[src/rtl/nb_step_sched.sv]
// nb_step_sched: two-requester round-robin step scheduler.
//
// A requester raises req[i]; in IDLE the round-robin arbiter picks a winner,
// pulses gnt for one cycle, records owner and latches that requester's step
// count. Each RUN cycle applies one parallel update to the datapath
// registers a..d and decrements the count; the last update moves to DONE,
// which lasts one cycle before returning to IDLE.
//
// Parameters:
//   STEPS_W  width of the per-requester step-count fields
// Ports:
//   clock         single rising-edge clock
//   reset         synchronous active-high reset
//   req[1:0]      run request per requester (sampled only in IDLE)
//   steps0/1      step count per requester, sampled at grant
//   abort         (only with NB_SCHED_ABORT_EN) cancel the run, skip update
//   gnt[1:0]      one-hot one-cycle grant pulse (registered)
//   busy          high while in RUN
//   done          high for the single DONE cycle
//   owner         index of the current or last granted requester
//   a, b, c, d    32-bit datapath registers
// Configuration macro:
//   NB_SCHED_ABORT_EN  adds the abort input
module nb_step_sched #(
   parameter int unsigned STEPS_W = 8
) (
   input  logic               clock,
   input  logic               reset,
   input  logic [1:0]         req,
   input  logic [STEPS_W-1:0] steps0,
   input  logic [STEPS_W-1:0] steps1,
`ifdef NB_SCHED_ABORT_EN
   input  logic               abort,
`endif
   output logic [1:0]         gnt,
   output logic               busy,
   output logic               done,
   output logic               owner,
   output logic [31:0]        a,
   output logic [31:0]        b,
   output logic [31:0]        c,
   output logic [31:0]        d
);

   typedef enum logic [1:0] {
      StIdle = 2'd0,
      StRun  = 2'd1,
      StDone = 2'd2
   } state_t;

   state_t             state;
   logic [STEPS_W-1:0] cnt;
   logic               last;      // round-robin pointer: last granted requester
   logic               win;
   logic [STEPS_W-1:0] win_steps;
   logic               abort_hit;

`ifdef NB_SCHED_ABORT_EN
   assign abort_hit = abort;
`else
   assign abort_hit = 1'b0;
`endif

   // Contended request goes to the requester that was not granted last.
   always_comb begin
      win = 1'b0;
      if (req == 2'b11) begin
         win = ~last;
      end else begin
         win = req[1];
      end
      win_steps = win ? steps1 : steps0;
   end

   always_ff @(posedge clock) begin
      if (reset) begin
         state <= StIdle;
         cnt   <= '0;
         gnt   <= 2'b00;
         owner <= 1'b0;
         last  <= 1'b1;
         a     <= 32'd30;
         b     <= 32'd20;
         c     <= 32'd15;
         d     <= 32'd5;
      end else begin
         gnt <= 2'b00;
         case (state)
            StIdle: begin
               if (req != 2'b00) begin
                  gnt   <= win ? 2'b10 : 2'b01;
                  owner <= win;
                  last  <= win;
                  cnt   <= win_steps;
                  state <= (win_steps == '0) ? StDone : StRun;
               end
            end
            StRun: begin
               if (abort_hit) begin
                  state <= StDone;
               end else begin
                  // All right-hand sides use pre-edge values.
                  a   <= b + c;
                  d   <= a - 32'd3;
                  b   <= d + 32'd10;
                  c   <= c + 32'd1;
                  cnt <= cnt - STEPS_W'(1);
                  if (cnt == STEPS_W'(1)) begin
                     state <= StDone;
                  end
               end
            end
            StDone: begin
               state <= StIdle;
            end
            default: begin
               state <= StIdle;
            end
         endcase
      end
   end

   assign busy = (state == StRun);
   assign done = (state == StDone);

endmodule

[config.mk]
export PLATFORM = sky130hd
export DESIGN_NAME = nb_step_sched
export DESIGN_NICKNAME = d
export VERILOG_FILES = /design/src/rtl/nb_step_sched.sv
export SDC_FILE = /design/constraint.sdc
export NUM_CORES = 1
export LEC_CHECK = 0
export CAP_MARGIN = 20
export CORE_MARGIN = 2
export CORE_UTILIZATION = 45
export CTS_CLUSTER_DIAMETER = 30
export DETAILED_ROUTE_END_ITERATION = 7
export DONT_BUFFER_PORTS = 1
export GPL_TIMING_DRIVEN = 0
export HOLD_SLACK_MARGIN = 0.08
export SYNTH_ARGS = -nofsm -noshare
export SYNTH_HDL_FRONTEND = slang
export SYNTH_SLANG_ARGS = --single-unit
export TNS_END_PERCENT = 20
[constraint.sdc]
create_clock -name clock -period 3 [get_ports clock]
set_input_delay 0.75 -clock clock [delete_from_list [all_inputs] [get_ports clock]]
set_output_delay 0.75 -clock clock [all_outputs]
set_load 0.05 [all_outputs]
==> flow_summary.ini, run 1 <==
[run_status]
status = completed

[route]
vias_per_cell = 5.94
vias = 7483
drt_wl_total_um = 26500
first_pass_iters = 5
dr.first_iter.drc_count = 486
post_drt_wl_per_cell_um = 21.0
ant_nets = 0
drc_errors = 0

[yosys]
ys_types = 66
async_flop_share_pct = 0
syn_inst = 1004
ys_seq_area_share_pct = 35.3
synth_top_family_by_area = simple AND/OR/NAND/NOR gates
yosysWarnings = 0
synth_ff_type = dfxtp_1
synth_edf_count = 0
synth_xor_area_share_pct = 10.6
muxShareOfSynthArea_pct = 1.29
postSynthAreaPerCell_sq_um = 8.03
synthSimpleGateAreaFrac_pct = 23.0
syn-num-nets = 1061
synth_fa_ha_area_share_pct = 5.83
synth_compound_area_share_pct = 21.1
netlist_area_sq_um = 8060
ys_seq_elements = 142

[cts]
clockBufferDepth = 2
clkTransAtPathRegs_ns = 0.06
cts_root_buf = clkbuf_16
numCtsBuffers = 17
clock_sinks = 142
clk_latency_ns = 0.43
cts_max_level = 4
tritoncts = yes

[global_routing]
grt_pass1_vias = 6830
antenna_found_initial = 0
grt_use_total_pct = 28.2
grt_max_degree = 17
grt_overflow = 0
grt_pass1_wl_um = 40200

[floorplanning]
die-area_sq_um = 19000
core_sq_um = 17400
ios = 153
core.rowCount = 48
initial_core_util_pct = 46.3
die-height_um = 138
die_x_um = 138

[sta]
worst_pin_slew_ns = 0.926
max_freq_ghz = 0.343
fin_worst_skew_ns = 0.00732
fin_crit_ns = 2.92
slew_headroom_pct = 38.1
fin_crit_sh_pct = 97.2
slew_violations = 0
hold_viol = 0
setup-violations-final = 0

[power_and_ir_drop]
ir_worst_vdd_mv = 0.453
power.density_nw_per_um2 = 710
leakagePower_nw = 3.32

[cells_and_area]
finish.cell_count_without_fillers = 1260
synthToLayoutAreaGrowth_pct = 12.4
fin_nets = 1079
utilization_pct = 52.1
fillers = 1682
antennaDiodeCount = 0
drive_gt1_share_pct = 8.70

[place]
routabilityCongestion = 0.940
io_buffer_count = 0
dp.cells = 1229
dp_hpwl_um = 20400

[setup_path]
end_kind = flip-flop
cp.arrival_ns = 3.24
crit_type = reg2reg
path_max_fanout = 5
rrSetupSlack_ns = 0.08
critPathLaunchType = flip-flop
crit_required_ns = 3.32

[worst_hold_path]
hold_class = reg2reg

[run]
drv_cap = 0
-- registers in the layout (all words and copies together), names as in the netlist --
| name | flops |
|---|---|
| last | 1 |
| owner | 1 |
| c | 32 |
| cnt | 8 |
| a | 32 |
| d | 32 |
| gnt | 2 |
| b | 32 |
| state | 2 |
-- cells by family after synthesis --
| kind of cell | Yosys count |
|---|---|
| AO/OA/AOI/OAI | 264 |
| XOR/XNOR | 98 |
| adder cells (fa/ha/maj) | 37 |
| buffers and inverters | 62 |
| flip-flops | 142 |
| multiplexers | 10 |
| AND/OR/NAND/NOR | 391 |
-- worst paths after layout --
path | from | end | depth (start not counted)
setup reg to reg | c[0] | a[30] | 9
hold reg to reg | cnt[6] | cnt[6] | 2
setup / recovery | c[0] | a[30] | 9
hold / removal | cnt[6] | cnt[6] | 2
-- cell usage after synthesis, types with 2 or more instances --
library cell	n	area share (%)
a32o_1	2	0.25
a311oi_1	5	0.54
nand2_1	115	5.4
nand3b_1	3	0.28
o21bai_1	5	0.47
xor2_1	56	6.1
buf_1	5	0.23
xnor2_1	42	4.6
a211oi_2	2	0.31
and4_1	5	0.54
a211oi_1	43	4.0
inv_1	12	0.56
o211ai_1	10	0.93
nor2b_1	5	0.39
nor4_1	5	0.39
or4_1	5	0.47
mux2i_1	7	0.87
or3_1	16	1.2
o21a_1	4	0.37
nand2b_1	4	0.31
ha_1	36	5.6
mux2_2	3	0.42
nand3_1	26	1.6
a31oi_1	8	0.62
clkbuf_1	44	2.0
o21ai_0	44	2.7
nor4b_1	3	0.33
o21ai_1	14	0.87
nor3b_1	7	0.65
o2111ai_1	3	0.33
nor3_1	20	1.2
and2_1	4	0.31
a21oi_1	76	4.7
a21o_1	16	1.5
and3_1	14	1.1
nand4_1	22	1.7
dfxtp_1	142	35
o22ai_1	3	0.23
a31o_2	2	0.22
o31a_1	3	0.33
nor2_1	129	6.0
or2_2	2	0.16
a32oi_1	2	0.22
a211o_1	3	0.33
o31ai_1	6	0.56
-- cells in the final DEF (no fill, tap or decap), types with 6 or more instances in the layout --
| cell | instances |
|---|---|
| o21ai_1 | 14 |
| nor3b_1 | 6 |
| ha_1 | 35 |
| mux2i_1 | 7 |
| dfxtp_1 | 108 |
| o31ai_1 | 6 |
| a21oi_1 | 76 |
| xnor2_1 | 42 |
| nand3_1 | 26 |
| clkbuf_16 | 17 |
| a211oi_1 | 42 |
| nand2_1 | 115 |
| a21o_1 | 16 |
| o211ai_1 | 10 |
| dfxtp_2 | 32 |
| nor3_1 | 20 |
| clkbuf_1 | 46 |
| nand4_1 | 22 |
| nor2_1 | 127 |
| or3_1 | 16 |
| inv_1 | 12 |
| xor2_1 | 56 |
| a31oi_1 | 8 |
| o21ai_0 | 44 |
| and3_1 | 14 |
-- worst max-delay path, cell delays in order, from the launching register on --
cell      delay, ns
dfxtp_4        0.42
ha_2           0.23
fa_2           0.36
a21o_1         0.21
a221o_1        0.41
a21o_1         0.21
nand4_1        0.23
a211oi_2       0.13
or3_1          0.37
a32o_1         0.25
-- through the flow --
step	setup WS (ns)	hold slack (ns)	area (sq um)	power (mW)	setup TNS, ns
floorplan	0.183	0.456	8060	3.81	0
global placement	-0.315	0.477	8350	4.21	-1.94
detailed placement	-0.309	0.485	8350	4.22	-1.87
CTS	0.000111	0.499	8990	6.44	0
global route	-0.00652	0.571	9070	6.70	-0.00652
finish	0.0844	0.496	9070	6.44	0
-- what timing repair did --
action,in CTS,in global routing
pin swaps,0,1
resized for setup,32,23
hold buffers,0,0
setup buffers,0,2
setup endpoints to repair,11,32
-- layer usage --
layer	global-route usage (%)	up-vias	wire, um
li1	-	3658	-
met1	36.4	3478	11100
met2	44.5	297	11900
met3	7.71	50	2510
met4	11.7	0	930
met5	0	-	0
-- report_power, final --
group,internal (mW),switching [mW],total [mW]
combinational,0.443,0.772,1.22
sequential,2.10,0.918,3.01
clock,1.40,0.812,2.21
total,3.94,2.50,6.44
-- layout make-up --
cell class / count / area, sq um / area share [%]
Clock buffer: 27 / 503 / 5.55
Timing Repair Buffer: 2 / 15.0 / 0.166
Clock inverter: 5 / 103 / 1.13
Sequential cell: 142 / 2890 / 31.9
Tap cell: 225 / 282 / 3.10
Inverter: 13 / 48.8 / 0.538
Multi-Input combinational cell: 800 / 5040 / 55.6
Buffer: 46 / 181 / 2.00
Power figures use the tool's default switching activity.
==> run 2: changes to the inputs <==
--- a/config.mk
+++ b/config.mk
@@ -5,6 +5,7 @@
 export SDC_FILE = /design/constraint.sdc
 export NUM_CORES = 1
 export LEC_CHECK = 0
+export ABC_AREA = 1
 export CAP_MARGIN = 20
 export CORE_MARGIN = 2
 export CORE_UTILIZATION = 45
@@ -13,6 +14,7 @@
 export DONT_BUFFER_PORTS = 1
 export GPL_TIMING_DRIVEN = 0
 export HOLD_SLACK_MARGIN = 0.08
+export SLEW_MARGIN = 20
 export SYNTH_ARGS = -nofsm -noshare
 export SYNTH_HDL_FRONTEND = slang
 export SYNTH_SLANG_ARGS = --single-unit
==> run 2 against run 1 <==
- total power rose by 83%
- sequential power rose by 76%
- non-clock buffer count fell by 9
- critical path depth up 5
- worst setup slack gained 0.096 ns
- wire length rose by 50%
- critical path type unchanged
- critical endpoint unchanged
==> flow_summary.ini, run 2 <==
[floorplanning]
core.rowCount = 54
core_sq_um = 21600
initial_core_util_pct = 45.5
die_x_um = 152
die-height_um = 152
ios = 153
die-area_sq_um = 23100

[setup_path]
critPathLaunchType = flip-flop
path_max_fanout = 5
path_cells = ha_1 -> fa_1 -> nand3_1 -> nand3_1 -> nand2_1 -> nand2_1 -> nand2_1 -> nand2_1 -> nand2_1 -> nand2_1 -> nand2_1 -> nand3_1 -> nand2_1 -> inv_1
crit_required_ns = 3.35
cpPeakStageDelay_ns = 0.50
cp-endpoint = a[30]
crit_family = simple AND/OR/NAND/NOR gates
timing.rr.start = b[0]
reg2reg_to = a[30]
critPathLaunch = b[0]
r2r_cells = 14
rrSetupSlack_ns = 0.18
cp.arrival_ns = 3.16
end_kind = flip-flop
cp_common_cell = nand2_1
critPathSlowestCell = dfxtp_1
worst-path-stages = 14
crit_type = reg2reg
path_buf_inv = 1

[sta]
rsz0062_at_grt = false
fin_crit_ns = 2.82
max_freq_ghz = 0.355
hold_viol = 0
hold-worst-slack_ns = 0.460
slew_violations = 0
worst_pin_slew_ns = 0.985
fin_crit_sh_pct = 94.0
fin_ws_ns = 0.181
fin_worst_skew_ns = 0.00974
slew_headroom_pct = 34.3
setup-violations-final = 0
fin_setup_tns_ns = 0

[yosys]
synth_common_cells = nand2_1, inv_1, nor2_1
synth.most_common_cell = nand2_1
ys_types = 46
syn-num-nets = 1691
syn_inst = 1634
synth_area_leaders = dfxtp_1, nand2_1, inv_1
ys_seq_area_share_pct = 28.9
yosysWarnings = 0
ys_seq_elements = 142
postSynthAreaPerCell_sq_um = 6.02
synth_top_area_share_pct = 28.9
netlist_area_sq_um = 9840
synth_top_area_cell = dfxtp_1
synth_ff_type = dfxtp_1
synth_edf_count = 0
async_flop_share_pct = 0

[power_and_ir_drop]
p_sw_mw = 6.63
seqPwrFrac_pct = 44.8
swShare_pct = 56.1
ir_worst_vdd_mv = 0.527
clockPowerShare_pct = 20.2
power.density_nw_per_um2 = 1090
leakagePower_nw = 5.47
power_mw = 11.8
power.share.combinational_pct = 35.0
p_int_mw = 5.19

[cells_and_area]
drive_gt1_share_pct = 5.10
antennaDiodeCount = 0
fillers = 2329
synthToLayoutAreaGrowth_pct = 10.1
final_common_cell = nand2_1
layout_common_cells = nand2_1, inv_1, nor2_1
fin_nets = 1710
finish.cell_count_without_fillers = 1946
utilization_pct = 50.1
stdcell_area_sq_um = 10800

[route]
ant_nets = 0
dr.first_iter.drc_count = 1054
first_pass_iters = 6
drt_wl_total_um = 39800
vias = 10600
drc_errors = 0
post_drt_wl_per_cell_um = 20.5
vias_per_cell = 5.45

[place]
place_area_sq_um = 10200
io_buffer_count = 0
routabilityCongestion = 0.967
dp_slack_ns = 0.153
dp_hpwl_um = 31900
dp.cells = 1914

[global_routing]
grt_max_degree = 17
antenna_found_initial = 0
grt_pass1_vias = 9634
grt_overflow = 0
grt_use_total_pct = 33.7
grt_pass1_wl_um = 58800

[run]
drv_cap = 0

[run_status]
status = completed

[cts]
postCtsSetupBuffers = 0
clkTransAtPathRegs_ns = 0.07
numCtsBuffers = 17
clock_sinks = 142
tritoncts = yes
clk_latency_ns = 0.44
cts_max_level = 4
clockBufferDepth = 2
cts_root_buf = clkbuf_16

[worst_hold_path]
hold_class = reg2reg
==> run 2: cell types whose count changed after synthesis, moves of 16 or more <==
cell      change
nand2_1     +331
inv_1       +262
nor2_1       +79
nand3_1      +78
a211oi_1     -42
o21ai_0      +37
xnor2_1      -33
clkbuf_1     -23
xor2_1       -23
a21oi_1      +17
or3_1        -16
==> run 2: power by group through the flow <==
stage,Combinational (mW),Sequential (mW),Clock [mW]
detailed placement,4.05,5.31,0
CTS,4.07,5.27,2.39
finish,4.13,5.29,2.39
floorplan,2.88,4.88,0
global placement,4.02,5.30,0
global route,4.58,5.37,2.48
==> run 2: worst min path at each step <==
| stage | end | slack, ns | cells after the start | start |
|---|---|---|---|---|
| floorplan | last | 0.43 | 2 | last |
| global placement | last | 0.44 | 2 | last |
| detailed placement | last | 0.45 | 2 | last |
| CTS | last | 0.46 | 2 | last |
| global route | last | 0.50 | 2 | last |
| finish | last | 0.46 | 2 | last |
==> run 2: what timing repair did <==
| action | in CTS | in global routing |
|---|---|---|
| hold buffers | 0 | 0 |
| resized for setup | 0 | 1 |
| setup endpoints to repair | 0 | 2 |
==> run 2: cell type report <==
cell class                      instances  area (sq um)  share of cell area, %
Buffer                                 39           161                   1.49
Sequential cell                       142          2840                   26.2
Clock inverter                         14           203                   1.87
Clock buffer                           18           439                   4.05
Multi-Input combinational cell       1171          5780                   53.3
Tap cell                              280           350                   3.23
Inverter                              282          1060                   9.77
==> run 2: kinds of logic (layout without fill, tap and decap cells) <==
logic type,after synthesis,in the layout,synth area share (%)
AOI/OAI and AO/OA,227,227,12.6
xor gates and xnor gates,42,42,3.74
adders and majority gates,37,37,4.78
buffers and inverters,321,353,12.4
DFF,142,142,28.9
and+or+nand+nor,865,865,37.6
==> run 2: worst min-delay path, cell delays in order, from the launching register on <==
cell and delay, ns:
dfxtp_1 0.33, nand2_1 0.05, nand3_1 0.05
==> run 2: routing by layer <==
metal / vias up / GRT usage (%) / wire, um
met5: - / 0 / 0
met4: 0 / 16.7 / 2140
met3: 92 / 9.30 / 3750
met2: 456 / 53.9 / 17600
met1: 4850 / 41.9 / 16400
li1: 5211 / - / -
==> run 3: changes to the inputs <==
--- a/config.mk
+++ b/config.mk
@@ -7,7 +7,6 @@
 export LEC_CHECK = 0
 export ABC_AREA = 1
 export CAP_MARGIN = 20
-export CORE_MARGIN = 2
 export CORE_UTILIZATION = 45
 export CTS_CLUSTER_DIAMETER = 30
 export DETAILED_ROUTE_END_ITERATION = 7
==> run 3 against run 2 <==
- register-to-register slack about the same
- total power decreased by 2.8%
- combinational power decreased by 2%
- count of clock-buffer cells in the layout increased by 1
- first-iteration DRC count decreased by 25%
- sequential share of layout area increased by 0.15 points
- global-route usage increased by 1.2 points
- sequential cell count unchanged
==> flow_summary.ini, run 3 (synthesis gave the netlist of run 2 again) <==
[cts]
clk_latency_ns = 0.43
clock_sinks = 142
postCtsSetupBuffers = 0
cts_max_level = 4
clkTransAtPathRegs_ns = 0.06
cts_resized = 0
numCtsBuffers = 17
tritoncts = yes
clockBufferDepth = 2
postCtsHoldBufs = 0
cts_root_buf = clkbuf_16

[place]
dp_hpwl_um = 31300
routabilityCongestion = 0.999
io_buffer_count = 0

[cells_and_area]
fillers = 2306
drive_gt1_share_pct = 4.92
antennaDiodeCount = 0
layout_common_cells = nand2_1, inv_1, nor2_1
synthToLayoutAreaGrowth_pct = 9.42
final_common_cell = nand2_1
fin_nets = 1710
utilization_pct = 50.8

[floorplanning]
core_sq_um = 21200
core.rowCount = 53
die-height_um = 150
die_x_um = 150
die-area_sq_um = 22500
ios = 153
initial_core_util_pct = 46.4

[route]
ant_nets = 0
first_pass_iters = 7
vias_per_cell = 5.41
drc_errors = 0
post_drt_wl_per_cell_um = 20.0
vias = 10500
dr.first_iter.drc_count = 790
drt_wl_total_um = 38800

[power_and_ir_drop]
leakagePower_nw = 5.44
ir_worst_vdd_mv = 0.504
power.density_nw_per_um2 = 1070

[sta]
fin_crit_ns = 2.82
hold_viol = 0
setup-violations-final = 0
rsz0062_at_grt = false
worst_pin_slew_ns = 0.902
max_freq_ghz = 0.354
slew_violations = 0
fin_setup_tns_ns = 0
fin_crit_sh_pct = 94.1
fin_worst_skew_ns = 0.0141
slew_headroom_pct = 39.6

[global_routing]
grt_use_total_pct = 34.9
antenna_found_initial = 0
grt_pass1_vias = 9306
grt_overflow = 0
grt_max_degree = 17
grt_pass1_wl_um = 56800

[setup_path]
path_buf_inv = 1
crit_family = simple AND/OR/NAND/NOR gates
path_max_fanout = 6
path_cells = ha_1 -> nand2_1 -> nor2_1 -> and2_1 -> nand2_1 -> nand2_1 -> nand2_1 -> nand3_1 -> nand3_1 -> nand2_1 -> inv_1
critPathLaunchType = flip-flop
crit_type = reg2reg
cp.arrival_ns = 3.15
end_kind = flip-flop
crit_required_ns = 3.33
cp_common_cell = nand2_1
critPathSlowestCell = dfxtp_1
cpPeakStageDelay_ns = 0.87

[run]
drv_cap = 0

[worst_hold_path]
hold_class = reg2reg

[run_status]
status = completed
==> run 3: worst reg2reg max path: stages (launching register included) <==
cell and delay (ns):
dfxtp_1 0.87, ha_1 0.30, nand2_1 0.13, nor2_1 0.37, and2_1 0.19, nand2_1 0.05, nand2_1 0.26, nand2_1 0.19
nand3_1 0.11, nand3_1 0.11, nand2_1 0.10, inv_1 0.04
==> run 3: routing by layer <==
metal	global-route usage (%)	part of all wire [%]	vias up
met5	0	0	-
met4	16.6	4.7	0
met3	9.33	11	70
met2	55.0	43	474
met1	44.1	41	4736
li1	-	-	5206
==> run 3: where the power goes <==
| part | internal, mW | switching (mW) |
|---|---|---|
| sequential | 2.48 | 2.81 |
| combinational | 1.28 | 2.79 |
| clock | 1.25 | 0.893 |
| total | 5.00 | 6.49 |
==> run 3: cell type report <==
class / instances / area, sq um / share of cell area [%]
multi-input cells: 1171 / 5780 / 53.7
flip-flops and latches: 142 / 2840 / 26.4
inverters: 282 / 1060 / 9.83
clock buffers: 19 / 443 / 4.11
well taps: 275 / 344 / 3.19
plain buffers: 39 / 161 / 1.50
clock inverters: 12 / 140 / 1.30
==> run 3: final timing paths <==
path | start | end | slack (ns) | cells after the start
hold / removal | last | last | 0.47 | 2
hold reg to reg | last | last | 0.47 | 2
setup / recovery | c[12] | a[29] | 0.18 | 11
setup reg to reg | c[12] | a[29] | 0.18 | 11
==> run 3: per-stage QoR <==
stage               setup slack [ns]  cells  total power, mW  area (sq um)  hold WS, ns
floorplan                      0.859   1634             7.77          9840        0.429
global placement               0.218   1909             9.26         10200        0.443
detailed placement             0.215   1909             9.29         10200        0.447
CTS                            0.205   1940             11.4         10800        0.464
global route                  0.0154   1940             12.1         10800        0.512
finish                         0.178   1940             11.5         10800        0.465
